[src/rtl/iter_muldiv_unit_if.sv]
// Start/done handshake and result bus between the ARM controller and the
// iterative multiply/divide coprocessor.
interface iter_muldiv_unit_if #(
    parameter int WIDTH = 32
);
    logic             start;
    logic [1:0]       op;
    logic [WIDTH-1:0] a;
    logic [WIDTH-1:0] b;
    logic             busy;
    logic             done;
    logic [WIDTH-1:0] result_lo;
    logic [WIDTH-1:0] result_hi;
    logic [3:0]       flags;
    logic             dbz;

    modport master (
        output start, op, a, b,
        input  busy, done, result_lo, result_hi, flags, dbz
    );

    modport slave (
        input  start, op, a, b,
        output busy, done, result_lo, result_hi, flags, dbz
    );
endinterface

[src/rtl/iter_muldiv_unit.sv]
// Iterative MUL/UMULL/UDIV/SDIV coprocessor: one bit per RUN cycle, sign and
// corner-case fixup in FIX, results and NZCV flags registered into DONE.
module iter_muldiv_unit #(
    parameter int WIDTH = 32
) (
    input logic               clk,
    input logic               reset,
    iter_muldiv_unit_if.slave bus
);
    localparam int CW = $clog2(WIDTH);
    localparam logic [CW-1:0]    LAST_CNT = CW'(WIDTH - 1);
    localparam logic [WIDTH-1:0] MOST_NEG = {1'b1, {(WIDTH-1){1'b0}}};
    localparam logic [1:0]       OP_UMULL = 2'b01;
    localparam logic [1:0]       OP_SDIV  = 2'b11;

    typedef enum logic [1:0] {IDLE, RUN, FIX, DONE} state_t;

    state_t           state;
    logic [CW-1:0]    cnt;
    logic             primed;
    logic [1:0]       op_q;
    logic [WIDTH-1:0] a_raw;
    logic [WIDTH-1:0] b_raw;
    logic [WIDTH-1:0] a_mag;
    logic [WIDTH-1:0] b_mag;
    logic             neg_q;
    logic [2*WIDTH-1:0] prod;
    logic [WIDTH-1:0] rem;
    logic [WIDTH-1:0] quo;

    logic [WIDTH:0]   mul_sum;
    logic [WIDTH:0]   div_shift;
    logic             div_ge;
    logic [WIDTH-1:0] div_sub;
    logic [WIDTH-1:0] fin_lo;
    logic [WIDTH-1:0] fin_hi;
    logic             fin_dbz;
    logic             fin_ovf;
    logic             fin_n;
    logic             fin_z;

    // A remainder below the divisor keeps the accepted difference under
    // 2^WIDTH, so the subtraction can drop the top bit of the trial value.
    assign mul_sum   = {1'b0, prod[2*WIDTH-1:WIDTH]} + (prod[0] ? {1'b0, a_mag} : '0);
    assign div_shift = {rem, quo[WIDTH-1]};
    assign div_ge    = div_shift >= {1'b0, b_mag};
    assign div_sub   = div_shift[WIDTH-1:0] - b_mag;

    always_comb begin
        fin_lo  = prod[WIDTH-1:0];
        fin_hi  = prod[2*WIDTH-1:WIDTH];
        fin_dbz = 1'b0;
        fin_ovf = 1'b0;
        if (op_q[1]) begin
            if (b_raw == '0) begin
                fin_lo  = '0;
                fin_hi  = a_raw;
                fin_dbz = 1'b1;
            end else begin
                fin_lo  = neg_q ? -quo : quo;
                fin_hi  = (op_q[0] && a_raw[WIDTH-1]) ? -rem : rem;
                fin_ovf = (op_q == OP_SDIV) && (a_raw == MOST_NEG) && (b_raw == '1);
            end
        end
        if (op_q == OP_UMULL) begin
            fin_n = fin_hi[WIDTH-1];
            fin_z = ({fin_hi, fin_lo} == '0);
        end else begin
            fin_n = fin_lo[WIDTH-1];
            fin_z = (fin_lo == '0);
        end
    end

    // The first RUN cycle loads the shift registers; WIDTH iterations follow.
    always_ff @(posedge clk or negedge reset) begin
        if (!reset) begin
            state         <= IDLE;
            cnt           <= '0;
            primed        <= 1'b0;
            op_q          <= '0;
            a_raw         <= '0;
            b_raw         <= '0;
            a_mag         <= '0;
            b_mag         <= '0;
            neg_q         <= 1'b0;
            prod          <= '0;
            rem           <= '0;
            quo           <= '0;
            bus.busy      <= 1'b0;
            bus.done      <= 1'b0;
            bus.result_lo <= '0;
            bus.result_hi <= '0;
            bus.flags     <= '0;
            bus.dbz       <= 1'b0;
        end else begin
            case (state)
                IDLE, DONE: begin
                    bus.done <= 1'b0;
                    if (bus.start) begin
                        state    <= RUN;
                        cnt      <= '0;
                        primed   <= 1'b0;
                        op_q     <= bus.op;
                        a_raw    <= bus.a;
                        b_raw    <= bus.b;
                        a_mag    <= (bus.op == OP_SDIV && bus.a[WIDTH-1]) ? -bus.a : bus.a;
                        b_mag    <= (bus.op == OP_SDIV && bus.b[WIDTH-1]) ? -bus.b : bus.b;
                        neg_q    <= (bus.op == OP_SDIV) && (bus.a[WIDTH-1] ^ bus.b[WIDTH-1]);
                        bus.busy <= 1'b1;
                    end else begin
                        state    <= IDLE;
                        bus.busy <= 1'b0;
                    end
                end
                RUN: begin
                    if (!primed) begin
                        primed <= 1'b1;
                        prod   <= {{WIDTH{1'b0}}, b_mag};
                        rem    <= '0;
                        quo    <= a_mag;
                    end else begin
                        if (op_q[1]) begin
                            rem <= div_ge ? div_sub : div_shift[WIDTH-1:0];
                            quo <= {quo[WIDTH-2:0], div_ge};
                        end else begin
                            prod <= {mul_sum, prod[WIDTH-1:1]};
                        end
                        cnt <= cnt + 1'b1;
                        if (cnt == LAST_CNT) begin
                            state <= FIX;
                        end
                    end
                end
                FIX: begin
                    state         <= DONE;
                    bus.busy      <= 1'b0;
                    bus.done      <= 1'b1;
                    bus.result_lo <= fin_lo;
                    bus.result_hi <= fin_hi;
                    bus.flags     <= {fin_n, fin_z, 1'b0, fin_ovf};
                    bus.dbz       <= fin_dbz;
                end
                default: begin
                    state <= IDLE;
                end
            endcase
        end
    end
endmodule

[src/flat_wrapper.sv]
// flat-port wrapper written by rule: the top's interface ports become plain ports
module iter_muldiv_unit_flat 
#(
    parameter int WIDTH = 32
)
  (clk, reset, bus_start, bus_op, bus_a, bus_b, bus_busy, bus_done, bus_result_lo, bus_result_hi, bus_flags, bus_dbz);
  iter_muldiv_unit_if #(.WIDTH(WIDTH)) bus_i ();
  input logic clk;
  input logic reset;
  input wire logic [$bits(bus_i.start)-1:0] bus_start;
  input wire logic [$bits(bus_i.op)-1:0] bus_op;
  input wire logic [$bits(bus_i.a)-1:0] bus_a;
  input wire logic [$bits(bus_i.b)-1:0] bus_b;
  output wire logic [$bits(bus_i.busy)-1:0] bus_busy;
  output wire logic [$bits(bus_i.done)-1:0] bus_done;
  output wire logic [$bits(bus_i.result_lo)-1:0] bus_result_lo;
  output wire logic [$bits(bus_i.result_hi)-1:0] bus_result_hi;
  output wire logic [$bits(bus_i.flags)-1:0] bus_flags;
  output wire logic [$bits(bus_i.dbz)-1:0] bus_dbz;
  assign bus_i.start = bus_start;
  assign bus_i.op = bus_op;
  assign bus_i.a = bus_a;
  assign bus_i.b = bus_b;
  assign bus_busy = bus_i.busy;
  assign bus_done = bus_i.done;
  assign bus_result_lo = bus_i.result_lo;
  assign bus_result_hi = bus_i.result_hi;
  assign bus_flags = bus_i.flags;
  assign bus_dbz = bus_i.dbz;
  iter_muldiv_unit #(.WIDTH(WIDTH)) u_core (.clk(clk), .reset(reset), .bus(bus_i));
endmodule
[config.mk]
export PLATFORM = sky130hd
export DESIGN_NAME = iter_muldiv_unit_flat
export DESIGN_NICKNAME = d
export VERILOG_FILES = /design/src/rtl/iter_muldiv_unit_if.sv /design/src/rtl/iter_muldiv_unit.sv /design/src/flat_wrapper.sv
export SDC_FILE = /design/constraint.sdc
export NUM_CORES = 1
export LEC_CHECK = 0
export ABC_CLOCK_PERIOD_IN_PS = 3300
export CAP_MARGIN = 30
export CORE_UTILIZATION = 45
export DETAILED_ROUTE_END_ITERATION = 10
export PLACE_DENSITY_LB_ADDON = 0.12
export SYNTH_ARGS = -nofsm -noshare
export SYNTH_HDL_FRONTEND = slang
export SYNTH_SLANG_ARGS = --single-unit
[constraint.sdc]
create_clock -name clk -period 3.3 [get_ports clk]
set_clock_uncertainty 0.2 [all_clocks]
set_input_delay 0.99 -clock clk [delete_from_list [all_inputs] [get_ports clk]]
set_output_delay 0.99 -clock clk [all_outputs]
set_load 0.02 [all_outputs]
==> flow_summary.toml <==
[status]
status = "complete, but fails checks"
violations = "setup timing"

[die]
die_w_um = 219
core_area_um2 = 46500
rows = 79
io_pins = 140
initial_utilization_pct = 45.5
fp.dieArea_um2 = 47800
die_h_um = 219

[finish]
multiInputGateArea_um2 = 12800
num_antenna_cells = 0
seqCellArea_um2 = 8390
fin_cells = 3611
drive_gt1_share_pct = 24.1
layout_common_cells = "buf_4, nand2_1, dfrtp_1"
syn2layout_area_growth_pct = 36.9
nNetsFinal = 3116
mostFrequentLayoutCell = "buf_4"
fill_cells = 4025

[place]
place.gp.congestion = 1.03
dp_cells = 3503
port_buffers = 138
dp_hpwl_um = 62300

[global_routing]
grt_pass1_wl_um = 123000
grt_pass1_vias = 20300
grtUsageTotal_pct = 34.1
grt_max_degree = 75
gr-total-overflow = 0
antenna_found_initial = 1

[setup_path]
reg2reg_from = "u_core.b_raw[18]"
slowest_delay_ps = 390
end_kind = "flip-flop"
reg2reg_depth = 12
start_kind = "flip-flop"
cpMaxStageDelayCell = "dfrtp_1"
cp_cell_sequence = "nor4_2 -> buf_4 -> nand4_1 -> buf_6 -> buf_4 -> o21ai_0 -> a31o_2 -> and4b_1 -> nand4_1 -> nor4_2 -> a41oi_2 -> o32ai_2"
crit_arrival_ps = 3660
criticalPathCategory = "reg -> reg"
path_max_fanout = 9
r2r-end = "u_core.bus.flags[2]"
crit_required_ps = 3580
reg2reg_slack_ps = -80

[min_path]
hold_class = "in -> async"

[power]
peakVddDrop_mv = 0.899
p_sw_w = 0.0112
seqPwrFrac_pct = 29.2
powerDensity_nw_per_um2 = 883
p_clk_share_pct = 19.2
power_switching_share_pct = 43.9
internal_power_w = 0.0143
power_frac_comb_pct = 51.6
power_leakage_nw = 13.4

[detailed_routing]
drt_first_pass_iters = 5
vias = 21300
drt_iter0_markers = 1929
wl_per_cell_um = 22.6
viasPerCell = 5.89
drc_errors = 0
detail-route-antenna-nets = 0
drt_wl_total_um = 81700

[sta]
fmax_ghz = 0.296
finalSetupViolations = 1
slew_headroom_pct = 37.1
fin_ws_ps = -78.5
finalHoldViolCount = 0
worst_pin_slew_ps = 941
hold_ws_ps = 161
period_minus_slack_ps = 3380
rsz0062_at_grt = "yes"
fin_crit_sh_pct = 102
finalMaxSlewViolations = 0

[cts]
cts_buffers = 40
cts_buffer_depth = 3
cts_tree = "yes"
clkLatencyLatePin_ps = 580
clock-sinks = 335
clkTransAtPathRegs_ps = 60
postCtsHoldBufs = 0
htreeDepth = 2
cts.root.buffer_cell = "clkbuf_16"

[synth]
synth_nets = 2610
synth_area_leaders = "dfrtp_1, nand2_1, o21ai_0"
synthCells = 2466
ys.flop_type = "dfrtp_1"
synth_warnings = 0
yosysTopAreaCellShare_pct = 39.7
synth_area_um2 = 21100
yosysSeqAreaShare_pct = 39.7
yosys.area.top_type = "dfrtp_1"
avgSynthCellArea_um2 = 8.56
synth_enable_flop_cells = 0
ys_types = 81
synthArstFlopShare_pct = 100
synth_seq_cells = 335

[job]
cap_violations = 0
## cells in the mapped netlist, drive strengths merged (45+ instances only)
cell type    n
nand2      418
dfrtp      335
o21ai      232
a21oi      150
nor2       150
clkbuf     122
mux2i       97
xnor2       84
inv         78
ha          73
xor2        65
nor3        50
nand3       47
nor4        45
## worst max-delay path by stage
stage / slack [ps] / to / depth (start not counted) / startpoint
finish: -80 / u_core.bus.flags[2] / 12 / u_core.b_raw[18]
global route: -140 / u_core.bus.flags[2] / 10 / u_core.quo[10]
CTS: -150 / u_core.bus.flags[2] / 9 / u_core.rem[24]
detailed placement: -820 / u_core.b_mag[29] / 11 / bus_b[0]
global placement: -700 / u_core.b_mag[29] / 11 / bus_b[1]
floorplan: -9 / u_core.rem[29] / 12 / u_core.rem[3]
## stage by stage
step	utilization [%]	TNS (ps)	setup WS, ps	cell area [um^2]	power [W]
final	62.2	-78.5	-78.5	28900	0.0255
after global routing	62.2	-1610	-136	28900	0.0269
after CTS	60.3	-155	-155	28000	0.0248
after detailed placement	56.4	-16920	-821	26200	0.0197
after global placement	56.4	-12730	-697	26200	0.0194
after floorplan	-	-8.96	-8.96	21100	0.0135
## flip-flops by register name, summed over array words and instances, names as in the netlist
signal / flops
u_core.a_mag: 32
u_core.a_raw: 31
u_core.b_mag: 32
u_core.b_raw: 31
u_core.bus.busy: 1
u_core.bus.dbz: 1
u_core.bus.done: 1
u_core.bus.flags: 3
u_core.bus.result_hi: 32
u_core.bus.result_lo: 32
u_core.cnt: 5
u_core.neg_q: 1
u_core.op_q: 2
u_core.primed: 1
u_core.prod: 64
u_core.quo: 32
u_core.rem: 32
u_core.state: 2
## cell families after synthesis
logic type / synth area share [%]
xor+xnor: 6.18
other cells: 0.0178
fa+ha+maj: 4.52
flops: 39.7
buf+inv: 4.15
compound gates: 20.2
mux: 5.40
simple gates: 19.9
## cell type report
cell class | count | share of cell area [%]
flip-flops and latches | 335 | 29.0
well taps | 607 | 2.63
clock buffers | 50 | 3.87
repair buffers | 611 | 17.9
clock inverters | 24 | 1.14
inverters | 78 | 1.01
multi-input cells | 1906 | 44.4
## per-layer routing
layer	part of all wire, %	global-route usage (%)
met4	3.6	12.3
met5	0	0
met1	45	49.5
met2	43	50.2
met3	8.8	6.56
## what timing repair did
action                                  4_1_cts  5_1_grt
endpoints found under the setup margin       46       53
gates resized for setup                      58      133
cloned                                        0        1
pin swaps                                    14       63
buffers inserted                             10       25
hold endpoints to repair                      0        0
## power by group through the flow
stage | Sequential, W | Clock [W] | Combinational [W]
global route | 0.00756 | 0.00511 | 0.0142
finish | 0.00745 | 0.00490 | 0.0132
floorplan | 0.00723 | 0 | 0.00626
detailed placement | 0.00737 | 0 | 0.0123
global placement | 0.00733 | 0 | 0.0121
CTS | 0.00731 | 0.00498 | 0.0125
## critical path, delay by kind of cell (launching register included)
kind                   cells  cell delay [ps]
flip-flops                 1              390
AO/OA/AOI/OAI              4              860
buffers and inverters      3              540
AND/OR/NAND/NOR            5             1270
Note: power is estimated with default switching activity, not from simulation.
